`src/rtl/control_unit_pkg.sv`:
```
// Shared types for the accumulator-core control unit: opcodes, FSM states, ALU selects
// and the decoded instruction classes, plus the memory-wait timer sizing.
package control_unit_pkg;

  localparam int OPC_W   = 4;
  localparam int TIMEOUT = 15;
  localparam int WAIT_W  = $clog2(TIMEOUT + 1);

  typedef enum logic [OPC_W-1:0] {
    OP_NOP = 4'h0,
    OP_LDA = 4'h1,
    OP_STA = 4'h2,
    OP_ADD = 4'h3,
    OP_SUB = 4'h4,
    OP_AND = 4'h5,
    OP_OR  = 4'h6,
    OP_NOT = 4'h7,
    OP_LSL = 4'h8,
    OP_LSR = 4'h9,
    OP_JMP = 4'hA,
    OP_JZ  = 4'hB,
    OP_HLT = 4'hF
  } opcode_t;

  typedef enum logic [2:0] {
    ST_FETCH  = 3'd0,
    ST_DECODE = 3'd1,
    ST_MEMRD  = 3'd2,
    ST_MEMWR  = 3'd3,
    ST_HALT   = 3'd4
  } ctrl_state_t;

  // FnNOP passes ACC through unchanged; FnMem passes the memory operand.
  typedef enum logic [3:0] {
    FnNOP = 4'd0,
    FnMem = 4'd1,
    FnADD = 4'd2,
    FnSUB = 4'd3,
    FnAND = 4'd4,
    FnOR  = 4'd5,
    FnNOT = 4'd6,
    FnLSL = 4'd7,
    FnLSR = 4'd8
  } alu_functions_t;

  typedef enum logic [2:0] {
    CLS_NOP     = 3'd0,
    CLS_REG     = 3'd1,
    CLS_MEMRD   = 3'd2,
    CLS_MEMWR   = 3'd3,
    CLS_JMP     = 3'd4,
    CLS_JZ      = 3'd5,
    CLS_HLT     = 3'd6,
    CLS_ILLEGAL = 3'd7
  } op_class_t;

endpackage

```
`src/rtl/control_unit_op_decode.sv`:
```
// Combinational opcode decoder: maps the IR opcode to an ALU function and an instruction class.
// Zero latency; no handshake, the result is only consumed in DECODE and on memory-read ack.
module control_unit_op_decode
  import control_unit_pkg::*;
(
  input  logic [OPC_W-1:0] i_opcode,
  output alu_functions_t   o_function,
  output op_class_t        o_class
);

  always_comb begin
    o_function = FnNOP;
    o_class    = CLS_ILLEGAL;
    case (opcode_t'(i_opcode))
      OP_NOP: o_class = CLS_NOP;
      OP_LDA: begin o_class = CLS_MEMRD; o_function = FnMem; end
      OP_STA: o_class = CLS_MEMWR;
      OP_ADD: begin o_class = CLS_MEMRD; o_function = FnADD; end
      OP_SUB: begin o_class = CLS_MEMRD; o_function = FnSUB; end
      OP_AND: begin o_class = CLS_MEMRD; o_function = FnAND; end
      OP_OR:  begin o_class = CLS_MEMRD; o_function = FnOR;  end
      OP_NOT: begin o_class = CLS_REG;   o_function = FnNOT; end
      OP_LSL: begin o_class = CLS_REG;   o_function = FnLSL; end
      OP_LSR: begin o_class = CLS_REG;   o_function = FnLSR; end
      OP_JMP: o_class = CLS_JMP;
      OP_JZ:  o_class = CLS_JZ;
      OP_HLT: o_class = CLS_HLT;
      default: o_class = CLS_ILLEGAL;
    endcase
  end

endmodule

```
`src/rtl/control_unit.sv`:
```
// Multi-cycle control FSM for the 16-bit accumulator core (fetch, decode, memory operand, halt).
// Reg-only ops take 2 cycles, memory ops 3; requests are held until MemAck or a timeout fault.
module control_unit
  import control_unit_pkg::*;
(
  input  logic             i_clk,
  input  logic             i_rst_n,
  input  logic [OPC_W-1:0] i_opcode,
  input  logic             i_zflag,
  input  logic             i_mem_ack,
  output alu_functions_t   o_function,
  output logic             o_load_acc,
  output logic             o_load_ir,
  output logic             o_pc_inc,
  output logic             o_load_pc,
  output logic             o_addr_sel,
  output logic             o_mem_read,
  output logic             o_mem_write,
  output logic             o_halted,
  output logic             o_fault
);

  ctrl_state_t       r_state;
  ctrl_state_t       w_next_state;
  logic [WAIT_W-1:0] r_wait_cnt;
  logic              r_fault;
  alu_functions_t    w_dec_function;
  op_class_t         w_dec_class;
  logic              w_req;
  logic              w_ack;
  logic              w_timeout;

  control_unit_op_decode u_op_decode (
    .i_opcode   (i_opcode),
    .o_function (w_dec_function),
    .o_class    (w_dec_class)
  );

  assign w_req     = (r_state == ST_FETCH) || (r_state == ST_MEMRD) || (r_state == ST_MEMWR);
  assign w_ack     = w_req && i_mem_ack;
  // An ack arriving in the last allowed cycle wins over the timeout.
  assign w_timeout = w_req && !i_mem_ack && (r_wait_cnt == WAIT_W'(TIMEOUT));

  always_ff @(posedge i_clk or negedge i_rst_n) begin
    if (!i_rst_n) begin
      r_state <= ST_FETCH;
    end else begin
      r_state <= w_next_state;
    end
  end

  always_comb begin
    w_next_state = r_state;
    case (r_state)
      ST_FETCH: begin
        if (w_ack) begin
          w_next_state = ST_DECODE;
        end else if (w_timeout) begin
          w_next_state = ST_HALT;
        end
      end
      ST_DECODE: begin
        case (w_dec_class)
          CLS_MEMRD:           w_next_state = ST_MEMRD;
          CLS_MEMWR:           w_next_state = ST_MEMWR;
          CLS_HLT, CLS_ILLEGAL: w_next_state = ST_HALT;
          default:             w_next_state = ST_FETCH;
        endcase
      end
      ST_MEMRD, ST_MEMWR: begin
        if (w_ack) begin
          w_next_state = ST_FETCH;
        end else if (w_timeout) begin
          w_next_state = ST_HALT;
        end
      end
      ST_HALT: w_next_state = ST_HALT;
      default: w_next_state = ST_FETCH;
    endcase
  end

  always_comb begin
    o_function  = FnNOP;
    o_load_acc  = 1'b0;
    o_load_ir   = 1'b0;
    o_pc_inc    = 1'b0;
    o_load_pc   = 1'b0;
    o_addr_sel  = 1'b0;
    o_mem_read  = 1'b0;
    o_mem_write = 1'b0;
    o_halted    = 1'b0;
    case (r_state)
      ST_FETCH: begin
        o_mem_read = 1'b1;
        o_load_ir  = i_mem_ack;
        o_pc_inc   = i_mem_ack;
      end
      ST_DECODE: begin
        case (w_dec_class)
          CLS_REG: begin
            o_function = w_dec_function;
            o_load_acc = 1'b1;
          end
          CLS_JMP: o_load_pc = 1'b1;
          CLS_JZ:  o_load_pc = i_zflag;
          default: ;
        endcase
      end
      ST_MEMRD: begin
        o_addr_sel = 1'b1;
        o_mem_read = 1'b1;
        if (i_mem_ack) begin
          o_function = w_dec_function;
          o_load_acc = 1'b1;
        end
      end
      ST_MEMWR: begin
        o_addr_sel  = 1'b1;
        o_mem_write = 1'b1;
      end
      ST_HALT: o_halted = 1'b1;
      default: ;
    endcase
  end

  // Counter restarts whenever a new request phase begins or a handshake completes.
  always_ff @(posedge i_clk or negedge i_rst_n) begin
    if (!i_rst_n) begin
      r_wait_cnt <= '0;
    end else if (w_ack || (w_next_state != r_state)) begin
      r_wait_cnt <= '0;
    end else if (w_req) begin
      r_wait_cnt <= r_wait_cnt + WAIT_W'(1);
    end
  end

  always_ff @(posedge i_clk or negedge i_rst_n) begin
    if (!i_rst_n) begin
      r_fault <= 1'b0;
    end else if (w_timeout || ((r_state == ST_DECODE) && (w_dec_class == CLS_ILLEGAL))) begin
      r_fault <= 1'b1;
    end
  end

  assign o_fault = r_fault;

endmodule

```
`config.mk`:
```
export PLATFORM = sky130hd
export DESIGN_NAME = control_unit
export DESIGN_NICKNAME = d
export VERILOG_FILES = /design/src/rtl/control_unit_pkg.sv /design/src/rtl/control_unit_op_decode.sv /design/src/rtl/control_unit.sv
export SDC_FILE = /design/constraint.sdc
export NUM_CORES = 1
export LEC_CHECK = 0
export CORE_MARGIN = 3
export CORE_UTILIZATION = 48
export CTS_BUF_LIST = sky130_fd_sc_hd__clkbuf_8 sky130_fd_sc_hd__clkbuf_16
export DETAILED_ROUTE_END_ITERATION = 12
export GPL_TIMING_DRIVEN = 0
export PLACE_DENSITY = 0.83
export SKIP_CTS_REPAIR_TIMING = 1
export SYNTH_ARGS = -nofsm -noshare
export SYNTH_HDL_FRONTEND = slang
export SYNTH_SLANG_ARGS = --single-unit
```
`constraint.sdc`:
```
create_clock -name i_clk -period 2.22 [get_ports i_clk]
set_input_delay 0.555 -clock i_clk [delete_from_list [all_inputs] [get_ports i_clk]]
set_output_delay 0.555 -clock i_clk [all_outputs]
set_load 0.01 [all_outputs]
```
* Word-level counts from Yosys, hierarchy flattened
Cells that the tools add are included.
** Storage, ports and cells
- Register bits :: 8
- Input bits :: 8
** Cells by class
- Add/sub/neg operators :: 1
- Equality and inequality tests :: 25
- Muxes and demuxes :: 22
- Reductions and logical operators :: 17
** Operator list (count)
- $pmux W4 S8 :: 1
- $eq A4 B4 Y1 const B :: 6
- $pmux W3 S7 :: 1
- $eq A4 B3 Y1 const B :: 4
- $mux W4 :: 4
- $eq A3 B3 Y1 const B :: 5
- $eq A3 B2 Y1 const B :: 4
- $pmux W3 S4 :: 1
- $mux W3 :: 3
- $pmux W3 S3 :: 1
- $eq A4 B2 Y1 const B :: 2
- $mux W1 :: 8
- $pmux W4 S2 :: 1
- $eq A3 B1 Y1 const B :: 2
- $reduce_or A2 Y1 :: 3
- $reduce_or A5 Y1 :: 1
- $add A4 B1 Y4 const B :: 1
- $eq A4 B1 Y1 const B :: 1
- $logic_and A1 B1 Y1 :: 4
- $logic_not A4 Y1 :: 1
- $logic_or A1 B1 Y1 :: 4
- $pmux W1 S2 :: 2
- $logic_not A3 Y1 :: 1
- $ne A3 B3 Y1 :: 1
- 3 further kinds :: 3

* Longest topological paths before layout
- Depth in word-level cells :: 11
- Depth in mapped cells :: 5

* Cells and area by module
A second synthesis with hierarchy kept.
** Second synthesis, totals
- Cell total of the unflattened synthesis :: 86
- Area total of the unflattened synthesis :: 709.4 um^2
** Modules (own cells, without submodules)
- control_unit :: instances 1, cells an instance 67, area each 580.6 um^2, sequential area each 200.2 um^2
- control_unit_op_decode :: instances 1, cells an instance 19, area each 128.9 um^2, sequential area each 0.0 um^2

* Worst setup path after synthesis
No wires, ideal clock.
- Path kind :: input-to-output
- From :: in i_opcode[2]
- To :: out o_load_acc
- Data arrival time :: 1.302 ns
- Required time :: 1.665 ns
- Setup slack :: 0.363 ns
- Stages :: 4
- Buffers on the path :: 1
- Cell sequence :: buf_2 > nor2b_1 > a32o_1 > a21o_1
** Between the ends
- Cells in the longest elaborated chain, start to end :: 6
- Elaborated cells on any way between the ends :: 19
- Those cells by class :: eq/ne: 13; mux: 3; reduce/logical: 3
** Ends and longest elaborated chain
- from (decl) :: RTL line control_unit.sv:8 : input logic [OPC_W-1:0] i_opcode,
- $eq A4 B1 Y1 (tied with other cells) :: RTL line control_unit_op_decode.sv:14 : case (opcode_t'(i_opcode))
- $reduce_or A5 Y1 (no line) or $reduce_or A3 Y1 (tied branches)
- $pmux W3 S7 * :: RTL line control_unit_op_decode.sv:14
- $eq A3 B1 Y1 * :: RTL line control_unit.sv:99 : case (w_dec_class)
- $mux W1 * :: RTL line control_unit.sv:99
- $pmux W1 S2 * :: RTL line control_unit.sv:92 : case (r_state)
- to (decl) :: RTL line control_unit.sv:12 : output logic o_load_acc,
Mark *: on every way between the ends. The rest lies on a longest branch, timed or not.

* Final worst setup path
- From :: reg r_state[0]
- To :: out o_function[1]
** Between the ends
- Cells in the longest elaborated chain, start to end :: 2
- Elaborated cells on any way between the ends :: 3
- Those cells by class :: eq/ne: 2; mux: 1
** Ends and longest elaborated chain
- from (decl) :: RTL line control_unit.sv:23 : ctrl_state_t r_state;
- from (signal assigned) :: RTL line control_unit.sv:48 : r_state <= w_next_state;
- $eq A3 B2 Y1 or $eq A3 B1 Y1 (tied branches) :: RTL line control_unit.sv:92
- $pmux W4 S2 * :: RTL line control_unit.sv:92
- to (decl) :: RTL line control_unit.sv:11 : output alu_functions_t o_function,
Marks and branches as above.

==> qor.csv <==
metric,value,unit
status,"complete, no violations",
multi_input_area,437,sq um
internal_power,0.589,mW
clk_latency,0.23,ns
timing.final.crit_share,98.1,%
cts_max_level,1,
clockBufferDepth,2,
place_congestion,0.802,
p_switching,0.365,mW
power.share.switching,38.3,%
drcViolationCount,0,
grt_pass1_vias,538,
ir_drop,0.000822,V
cp.arrival,1.62,ns
io_pins,21,
dieWidth,42.9,um
grt_max_degree,11,
worstMarginPinSlew,0.417,ns
ys.warnings.count,0,
maxSlewHeadroom,72.2,%
dieHeight,42.9,um
required,1.66,ns
min_period,2.18,ns
drv_slew,0,
skew,0.00866,ns
design_area,951,sq um
postSynthCellCount,75,
crit_path_top_delay_cell,dfrtp_2,
cts_root_buf,clkbuf_8,
yosys-top-cells-area,"dfrtp_1 (31%), nand3_1 (4.6%), nand2_1 (4.0%), nand4b_1 (4.0%), buf_4 (3.4%)",
postRouteAntennaNets,0,
grt_pass1_wl,2420,um
vias,680,
final-setup-viol-count,0,
drt-wirelength-per-cell,15.8,um
p_leak,0.533,nW
pwr-share-seq,28.3,%
hold_viol_final,0,
max_freq,459,MHz
async_flop_share,100,%
diodes,0,
hpwlAfterDp,1110,um
ys_seq_elements,8,
critPathTopFamily,flip-flops,
drt-total-wl,1750,um
fillCellCount,84,
power_frac_comb,53.0,%
ys_types,38,
finalSetupTns,0,ns
numCtsBuffers,3,
path_class,register to output pin,
nNetsFinal,108,
hp-class,register to register,
yosysTopAreaCell,dfrtp_1,
drv_cap,0,
path_cells,and4bb_1 -> buf_4 -> a21oi_1 -> o311ai_2 -> buf_2,
dieArea,1840,sq um
drt-vias-per-instance,6.13,
port_buffers,17,
grt-ovfl-total,0,
start_util,55.2,%
layout_setup_ws,0.0415,ns
syn-num-nets,84,
cp_slowest_stage_delay,0.46,ns
place_area,842,sq um
grt.total_usage,16.9,%
avgSynthCellArea,8.73,sq um
layout.area.seq,203,sq um
drive_above_1_share,22.7,%
numClockSinks,8,
syn_area,654,sq um
dp_slack,-0.707,ns
worstSetupEndpointType,output pin,
power_density,1000,nW/um^2
critPathBufInv,2,
cp_max_fo,9,
p_clk_share,18.6,%
rsz0062_at_grt,yes,
design.core.area,1190,sq um
clk_pin_slew,0.05,ns
antenna_found_initial,0,
synth_top_area_share,30.6,%
rows,12,
cts_tree,done,
ys_seq_area_share,30.6,%
critPathLaunchType,register,
drtIter0Drc,8,
synth_ff_type,dfrtp_1,
drt_first_pass_iters,4,
synth-edff-count,0,
syn_to_final_growth,45.3,%
cells by family (layout without fill, tap and decap cells):
family / count (synthesis) / after routing / synth area share, %
simple gates: 34 / 34 / 33.1
buf+inv: 10 / 32 / 7.84
flops: 8 / 8 / 30.6
compound gates: 20 / 20 / 23.9
fa+ha+maj: 1 / 1 / 1.91
xor+xnor: 2 / 2 / 2.68
power by group through the flow:
stage	Clock (mW)	Sequential, mW	Combinational, mW
after floorplan	0	0.243	0.273
after CTS	0.176	0.251	0.452
final	0.178	0.270	0.507
after global placement	0	0.251	0.441
after detailed placement	0	0.252	0.449
after global routing	0.191	0.277	0.551
worst paths after layout:
check | depth (start not counted) | from | endpoint | slack (ns)
setup reg to reg | 4 | r_wait_cnt[0] | r_wait_cnt[1] | 0.57
max in group asynchronous | 1 | i_rst_n | r_state[1] | 1.31
setup / recovery | 5 | r_state[0] | o_function[1] | 0.04
hold / removal | 2 | o_fault | o_fault | 0.51
hold reg to reg | 2 | o_fault | o_fault | 0.51
min in group asynchronous | 1 | i_rst_n | r_wait_cnt[2] | 0.61
per-layer routing:
layer	global-route usage, %	up-vias	routed length, um
li1	-	326	-
met1	23.8	327	794
met2	25.4	25	818
met3	6.78	2	120
met4	0	0	18
met5	0	-	0
cells in the mapped netlist, types with 2 or more instances:
master / count
clkbuf_1: 2
a31oi_1: 3
o21ai_1: 4
dfrtp_1: 8
nor2b_1: 3
and3b_1: 2
nand4b_1: 3
nand2_1: 7
a21o_1: 2
buf_4: 3
inv_1: 3
nor2_1: 4
nand3_1: 6
layout by cell type (no fill, tap or decap), types with 2 or more instances in the layout:
cell	count
a21o_1	2
a31oi_1	3
and3b_1	2
buf_2	2
buf_4	6
clkbuf_2	2
clkbuf_8	3
clkdlybuf4s50_1	6
dfrtp_1	6
dfrtp_2	2
dlymetal6s2s_1	9
inv_1	3
nand2_1	7
nand3_1	6
nand4b_1	3
nor2_1	3
nor2b_1	2
nor3b_4	2
o21ai_1	4
sequential cells by signal (all words and copies together), names as in the netlist:
name / count
r_wait_cnt: 4
o_fault: 1
r_state: 3
worst register-to-register path, cell delays in order (launching register included):
cell	delay (ns)
dfrtp_1	0.40
ha_1	0.25
a31oi_1	0.31
or3b_1	0.45
o21ai_1	0.16
layout make-up:
cell class | instances | share of cell area (%)
Multi-Input combinational cell | 57 | 45.9
Sequential cell | 8 | 21.3
Timing Repair Buffer | 19 | 20.8
Buffer | 7 | 4.61
Clock buffer | 3 | 4.34
Tap cell | 14 | 1.84
Inverter | 3 | 1.18
stage by stage:
stage / hold slack [ns] / power [mW] / instances / util, %
2_1_floorplan: 0.259 / 0.516 / 75 / -
6_report: 0.508 / 0.955 / 111 / 80.2
5_1_grt: 0.540 / 1.02 / 111 / 80.2
3_3_place_gp: 0.472 / 0.692 / 106 / 71.0
3_5_place_dp: 0.491 / 0.700 / 106 / 71.0
4_1_cts: 0.513 / 0.879 / 109 / 74.5
Power figures use the tool's default switching activity.
